## config.mk

```make
export PLATFORM = sky130hd
export DESIGN_NAME = rtlola_input_stager
export DESIGN_NICKNAME = d
export VERILOG_FILES = /design/src/rtl/rtlola_stager_pkg.sv /design/src/rtl/rtlola_stager_fifo.sv /design/src/rtl/rtlola_input_stager.sv
export SDC_FILE = /design/constraint.sdc
export NUM_CORES = 1
export LEC_CHECK = 0
export BUFFER_PORTS_ARGS = -buffer_cell sky130_fd_sc_hd__buf_2
export CAP_MARGIN = 0
export CORE_UTILIZATION = 36
export CTS_CLUSTER_DIAMETER = 80
export DETAILED_ROUTE_END_ITERATION = 8
export GPL_ROUTABILITY_DRIVEN = 0
export SKIP_CTS_REPAIR_TIMING = 1
export SKIP_LAST_GASP = 1
export SLEW_MARGIN = 10
export SYNTH_ARGS = -nofsm -noshare
export SYNTH_HDL_FRONTEND = slang
export SYNTH_SLANG_ARGS = --single-unit
```

## constraint.sdc

```tcl
create_clock -name clk -period 13.13 [get_ports clk]
set_input_delay 0.6565 -clock clk [delete_from_list [all_inputs] [get_ports clk]]
set_output_delay 0.6565 -clock clk [all_outputs]
set_load 0.02 [all_outputs]
```

## src/rtl/rtlola_stager_pkg.sv

```systemverilog
// Shared defaults and elaboration helpers for the RTLola input stager.
// Timestamp support is selected in the top by RTLOLA_STAGER_TIMESTAMP_EN.
package rtlola_stager_pkg;

  localparam int DEF_NUM_INPUTS = 2;
  localparam int DEF_DATA_W     = 64;
  localparam int DEF_STAGES     = 4;
  localparam int DEF_DEPTH      = 8;
  localparam int DEF_TIME_W     = 64;

  function automatic int stage_width(input int stages);
    return (stages > 2) ? $clog2(stages) : 1;
  endfunction

  function automatic bit is_pow2(input int n);
    return (n > 0) && ((n & (n - 1)) == 0);
  endfunction

endpackage

```

## src/rtl/rtlola_stager_fifo.sv

```systemverilog
// Synchronous show-ahead FIFO: rd_data always shows the head entry.
// Holds the captured input events until their stage-0 release.
module rtlola_stager_fifo #(
  parameter int WIDTH = 8,
  parameter int DEPTH = 8
) (
  input  logic                     clk,
  input  logic                     rst,
  input  logic                     push,
  input  logic                     pop,
  input  logic [WIDTH-1:0]         wr_data,
  output logic [WIDTH-1:0]         rd_data,
  output logic                     full,
  output logic                     empty,
  output logic [$clog2(DEPTH):0]   count
);

  localparam int AW = $clog2(DEPTH);

  logic [WIDTH-1:0] mem [DEPTH];
  logic [AW-1:0]    wr_ptr;
  logic [AW-1:0]    rd_ptr;
  logic             do_push;
  logic             do_pop;

  assign full    = (count == (AW + 1)'(DEPTH));
  assign empty   = (count == '0);
  assign do_push = push && !full;
  assign do_pop  = pop && !empty;
  assign rd_data = mem[rd_ptr];

  always_ff @(posedge clk) begin
    if (rst) begin
      wr_ptr <= '0;
      rd_ptr <= '0;
      count  <= '0;
    end else begin
      if (do_push) wr_ptr <= wr_ptr + AW'(1);
      if (do_pop)  rd_ptr <= rd_ptr + AW'(1);
      case ({do_push, do_pop})
        2'b10:   count <= count + (AW + 1)'(1);
        2'b01:   count <= count - (AW + 1)'(1);
        default: count <= count;
      endcase
    end
  end

  // Storage is not reset; the pointers alone define which entries are live.
  always_ff @(posedge clk) begin
    if (do_push) mem[wr_ptr] <= wr_data;
  end

endmodule

```

## src/rtl/rtlola_input_stager.sv

```systemverilog
// Multi-input event front end: queues input events and presents each one in a stage-0 cycle.
// Define RTLOLA_STAGER_TIMESTAMP_EN to build the timer and per-event timestamps.
module rtlola_input_stager
  import rtlola_stager_pkg::*;
#(
  parameter int NUM_INPUTS = DEF_NUM_INPUTS,
  parameter int DATA_W     = DEF_DATA_W,
  parameter int STAGES     = DEF_STAGES,
  parameter int DEPTH      = DEF_DEPTH,
  parameter int TIME_W     = DEF_TIME_W
) (
  input  logic                           clk,
  input  logic                           rst,
  input  logic                           en,
  input  logic [NUM_INPUTS*DATA_W-1:0]   in_data,
  input  logic [NUM_INPUTS-1:0]          in_valid,
  input  logic                           in_new,
  output logic                           in_ready,
  output logic [stage_width(STAGES)-1:0] stage,
  output logic                           hlc_tick,
  output logic                           ev_new,
  output logic [NUM_INPUTS-1:0]          ev_valid,
  output logic [NUM_INPUTS*DATA_W-1:0]   ev_data,
  output logic [TIME_W-1:0]              ev_time,
  output logic                           overflow
);

  localparam int SW        = stage_width(STAGES);
  localparam int CW        = $clog2(DEPTH) + 1;
  localparam int PAYLOAD_W = NUM_INPUTS + NUM_INPUTS * DATA_W;
`ifdef RTLOLA_STAGER_TIMESTAMP_EN
  localparam int ENTRY_W   = PAYLOAD_W + TIME_W;
`else
  localparam int ENTRY_W   = PAYLOAD_W;
`endif
  localparam logic [SW-1:0] LAST_STAGE = SW'(STAGES - 1);

  if (!is_pow2(DEPTH) || DEPTH < 2) begin : g_bad_depth
    $error("rtlola_input_stager: DEPTH must be a power of two >= 2");
  end
  if (STAGES < 2) begin : g_bad_stages
    $error("rtlola_input_stager: STAGES must be >= 2");
  end

  logic [ENTRY_W-1:0]           wr_entry;
  logic [ENTRY_W-1:0]           rd_entry;
  logic                         fifo_full;
  logic                         fifo_empty;
  logic [CW-1:0]                fifo_count;
  logic                         event_seen;
  logic                         push;
  logic                         pop;
  logic [NUM_INPUTS-1:0]        head_valid;
  logic [NUM_INPUTS*DATA_W-1:0] head_data;

  assign in_ready   = (fifo_count < CW'(DEPTH));
  assign event_seen = in_new && (|in_valid);
  assign push       = event_seen && in_ready;
  // Pop decision uses pre-edge occupancy so an event arriving on the last stage waits a full HLC cycle.
  assign pop        = en && (stage == LAST_STAGE) && !fifo_empty;
  assign hlc_tick   = en && (stage == '0);

  rtlola_stager_fifo #(
    .WIDTH (ENTRY_W),
    .DEPTH (DEPTH)
  ) u_fifo (
    .clk     (clk),
    .rst     (rst),
    .push    (push),
    .pop     (pop),
    .wr_data (wr_entry),
    .rd_data (rd_entry),
    .full    (fifo_full),
    .empty   (fifo_empty),
    .count   (fifo_count)
  );

  always_ff @(posedge clk) begin
    if (rst) begin
      stage <= '0;
    end else if (en) begin
      stage <= (stage == LAST_STAGE) ? '0 : stage + SW'(1);
    end
  end

`ifdef RTLOLA_STAGER_TIMESTAMP_EN
  logic [TIME_W-1:0] timer;
  logic [TIME_W-1:0] head_time;

  always_ff @(posedge clk) begin
    if (rst) begin
      timer <= '0;
    end else if (en) begin
      timer <= timer + TIME_W'(1);
    end
  end

  assign wr_entry = {timer, in_valid, in_data};
  assign {head_time, head_valid, head_data} = rd_entry;

  always_ff @(posedge clk) begin
    if (rst) begin
      ev_time <= '0;
    end else if (pop) begin
      ev_time <= head_time;
    end
  end
`else
  assign wr_entry = {in_valid, in_data};
  assign {head_valid, head_data} = rd_entry;
  assign ev_time  = '0;
`endif

  always_ff @(posedge clk) begin
    if (rst) begin
      ev_new   <= 1'b0;
      ev_valid <= '0;
      ev_data  <= '0;
    end else if (pop) begin
      ev_new   <= 1'b1;
      ev_valid <= head_valid;
      ev_data  <= head_data;
    end else begin
      ev_new   <= 1'b0;
      ev_valid <= '0;
    end
  end

  always_ff @(posedge clk) begin
    if (rst) begin
      overflow <= 1'b0;
    end else if (event_seen && fifo_full) begin
      overflow <= 1'b1;
    end
  end

endmodule

```

**Word-level counts from Yosys, hierarchy flattened**

Memory sizes are Yosys's and may differ from the RTL's. A register that Yosys moved wholly into a read port is not among the register bits.
Cells that the tools add are included.

- Memory bits (writable): 1,040
- Word-level logic and storage cells: 42
- Bits of input ports: 134
- Output and inout port bits: 200
- Memories kept: 1
- Register bits after elaboration: 144

Memory list:

| name | words | bits a word | rd ports | clocked after memory_dff | wr ports | RTL line | text |
|---|---|---|---|---|---|---|---|
| u_fifo.mem | 8 | 130 | 1 | 1 | 1 | rtlola_stager_fifo.sv:20 | `logic [WIDTH-1:0] mem [DEPTH];` |

- Magnitude comparators: 1
- Bitwise logic cells: 1
- Reductions and logical operators: 15
- Mux-type cells: 7
- Eq/ne operators: 4
- $add $sub $neg: 5

Operators with widths:

| operator | count |
|---|---|
| logical AND 1 bit | 8 |
| case mux 4 bit (2 select lines) | 1 |
| adder 3 x 1 -> 3 bit, second input constant | 2 |
| two-way mux 3 bit | 2 |
| adder 4 x 1 -> 4 bit, second input constant | 1 |
| == test 2 bit, second input constant | 2 |
| == test 4 bit, second input constant | 1 |
| zero test 4 bit | 1 |
| < comparator 4 bit, second input constant | 1 |
| OR reduction 2 bit | 2 |
| subtractor 4 x 1 -> 4 bit, second input constant | 1 |
| two-way mux 1 bit | 3 |
| adder 2 x 1 -> 2 bit, second input constant | 1 |
| == test 2 x 1 -> 1 bit, second input constant | 1 |
| zero test 1 bit | 2 |
| zero test 2 bit | 1 |
| two-way mux 2 bit | 1 |
| nonzero test 2 bit | 1 |
| inverter 1 bit | 1 |

**Depth between registers and ports, before layout**

- Depth in word-level cells: 6
- Gate-level depth with buffers: 12
- Depth with buffers taken out: 11

**By module**

Synthesis repeated with hierarchy kept, for this count alone.

- Cell total of the unflattened synthesis: 2,224
- Area total of the unflattened synthesis: 46,560.9 µm²

Modules (own cells, without submodules):

| module | cells each | area each (µm²) | times used |
|---|---|---|---|
| rtlola_stager_fifo | 1,577 | 40,003.4 | 1 |
| rtlola_input_stager | 647 | 6,557.5 | 1 |

**Worst setup path after synthesis**

OpenSTA, ideal clock, no wires.

- Path kind: input to register
- Start: in in_valid[1]
- End: mem u_fifo.mem[0][0] in the netlist's numbering, enable pin
- Setup time: 779 ps
- Data required time: 12,351 ps
- Arrival: 10,012 ps
- Setup slack: 2,339 ps
- Stages: 3
- Cell sequence: o21ai_0 -> or3_1 -> nor3_1

- Word-level cells in the longest chain between the ends: 6

RTL lines:

| element | RTL line | text |
|---|---|---|
| from (decl) | rtlola_input_stager.sv:16 | `input logic [NUM_INPUTS-1:0] in_valid,` |
| OR reduction 2 bit | rtlola_input_stager.sv:57 | `assign event_seen = in_new && (\|in_valid);` |
| logical AND 1 bit | rtlola_input_stager.sv:57 |  |
| logical AND 1 bit | rtlola_input_stager.sv:58 | `assign push = event_seen && in_ready;` |
| logical AND 1 bit | rtlola_stager_fifo.sv:28 | `assign do_push = push && !full;` |
| two-way mux 1 bit | rtlola_stager_fifo.sv:50 | `if (do_push) mem[wr_ptr] <= wr_data;` |
| two-way mux 1 bit (implied by the code) | rtlola_stager_fifo.sv:50 |  |
| to (decl) | rtlola_stager_fifo.sv:20 |  |

Every way passes these cells.

==> results.cfg <==
[clock_tree]
clockRootBuffer = clkbuf_16
cts_tree = yes
cts_made_buffers = 130
clkSinkCount = 1187
clkSlewWorstSetupHoldPaths_ps = 60
htreeDepth = 4
clk_latency_ps = 730
cts_max_path_buffers = 3

[critical_path]
crit_top_cell = buf_4
slowest_delay_ps = 930
reg2regPathDepth = 5
critical_path.endpoint_type = register
crit_chain = buf_4, buf_4, mux4_2, o22ai_1, nor3_1
critical_path_class = reg -> reg
cp.depth = 5
cp_num_buf_inv = 2
path_delay_family = buffers and inverters
cp-start-kind = register
crit_fanout = 50
cpMaxStageDelayCell = buf_4
crit_required_ps = 13680
critical_path_arrival_ps = 4510

[drt]
viasPerCell = 5.04
routed-wl-met3_um = 7110
wl_met1_um = 38400
drt-initial-drc-count = 1297
drtPass1Iterations = 6
vias = 20900
maxUsedRoutingLayer = met5
dr_wl_met2_um = 52300
wl_um = 100000
route.detailed.drc = 0
ant_nets = 0
wire_per_inst_um = 24.2

[synthesis]
ys_seq_area_frac = 0.779
yosysTopAreaCellShare = 0.712
synth_flop_cell = edfxtp_1
synth_edf_count = 1040
syn_area_per_cell_sq_um = 20.9
synthArstFlopShare = 0
synth_area_leaders = edfxtp_1, mux4_2, dfxtp_1
synth_most_common_cell = edfxtp_1
netlist_instances = 2097
yosysWarnings = 0
ys_ff_latch = 1187
synth_top_area_cell = edfxtp_1
yosys.cell_types.count = 36
syn_area_sq_um = 43800
synth_common_cells = edfxtp_1, mux4_2, nor2_1, dfxtp_1, o22ai_1

[pwr]
irDropWorstVdd_mv = 0.139
p_leak_uw = 0.0164
powerDensity_nw_per_um2 = 155

[grt]
grt_start_max_net_pins = 151
grt_overflow = 0
antenna_found_initial = 34
grt_usage = 0.164
grt_pass1_vias = 22000
grt_pass1_wl_um = 146000

[floorplanning]
coreArea_sq_um = 120000
rows = 127
fp.dieH_um = 351
dieWidth_um = 351
dieArea_sq_um = 123000
pin_count = 334
start_util = 0.365

[place]
post-dp-hpwl_um = 51700
port_buffers = 269
placed_area_sq_um = 46700

[min_path]
hold_start = in_data[25]
hold_class = in -> reg
hold_depth = 1

[outcome]
status = finished clean

[job]
drv_cap = 0

[cells_and_area]
areaGrowthSynthToFinish_pct = 16.0
fin_nets = 2559
final_area_sq_um = 50900
drive_gt1_frac = 0.321
n_fill_cell = 10500

[sta]
setup_viol = 0
tns_ps = 0
hold_violations = 0
rsz0062_at_grt = no
worstMarginPinSlew_ps = 1170
fin_crit_sh = 0.302
slew_headroom = 0.223
max_freq_mhz = 252
period_minus_slack_ps = 3960
drv_slew = 0
finClkSkew_ps = 28.6
-- path summary, 6_finish.rpt --
check                      end  slack, ps
max                ev_data[52]       9170
min          u_fifo.mem[7][25]        200
max reg2reg        ev_data[52]       9170
min reg2reg           overflow        480
-- cells by family after synthesis --
group                      count (synthesis)  share of synthesized area
AOI/OAI and AO/OA                        144                     0.0209
buffers and inverters                    187                     0.0265
muxes                                    266                      0.135
and+or+nand+nor                          299                     0.0350
DFF                                     1187                      0.779
adders and majority gates                  7                    0.00200
xor gates and xnor gates                   6                    0.00120
other                                      1                  0.0000855
-- where the power goes --
part           internal, uW  total (uW)  switching (uW)
sequential             4160        4180            15.5
clock                  2050        3500            1450
combinational          62.6         200             138
total                  6280        7880            1600
-- worst register-to-register path, stage by stage (launching register included) --
cell and delay (ps):
dfxtp_4 920, buf_4 910, buf_4 1040, mux4_2 650
o22ai_1 190, nor3_1 80
-- final cells by class --
class                           instances  area [sq um]  share of cell area
Multi-Input combinational cell        786          8810               0.173
Tap cell                             1612          2020              0.0396
Clock buffer                          176          3630              0.0714
Antenna cell                            6          15.0            0.000295
Clock inverter                         61           519              0.0102
Inverter                                6          27.5            0.000541
Timing Repair Buffer                  307          1680              0.0329
Sequential cell                      1187         34200               0.672
-- through the flow --
stage	hold WS (ps)	setup WS [ps]	cells	utilization	total power, uW
after floorplan	454	2340	2160	-	4390
after global placement	467	8530	3898	0.388	4450
after detailed placement	474	8530	3898	0.388	4460
after CTS	130	8940	4135	0.423	7970
after global routing	163	8700	4137	0.423	8130
final	196	9170	4141	0.423	7880
-- registers in the layout (all words and copies together), names as in the netlist, named ones only --
name           count
stage              2
overflow           1
ev_new             1
u_fifo.wr_ptr      3
u_fifo.count       4
ev_valid           2
u_fifo.rd_ptr      3
ev_data          128
u_fifo.mem      1040
-- layer usage --
layer / track usage / up-vias
li1: - / 9127
met1: 0.193 / 10900
met2: 0.289 / 603
met3: 0.0465 / 189
met4: 0.0471 / 42
met5: 0 / -
-- cell usage in the layout (no fill, tap or decap), types with 45 or more instances in the layout --
master and n:
o22ai_1 128, dfxtp_1 145, edfxtp_1 1040, conb_1 64, mux4_2 260, nor3_2 45
buf_2 268, clkbuf_16 135, nor3_1 89, nor2_1 143
Note: power is estimated with default switching activity, not from simulation.
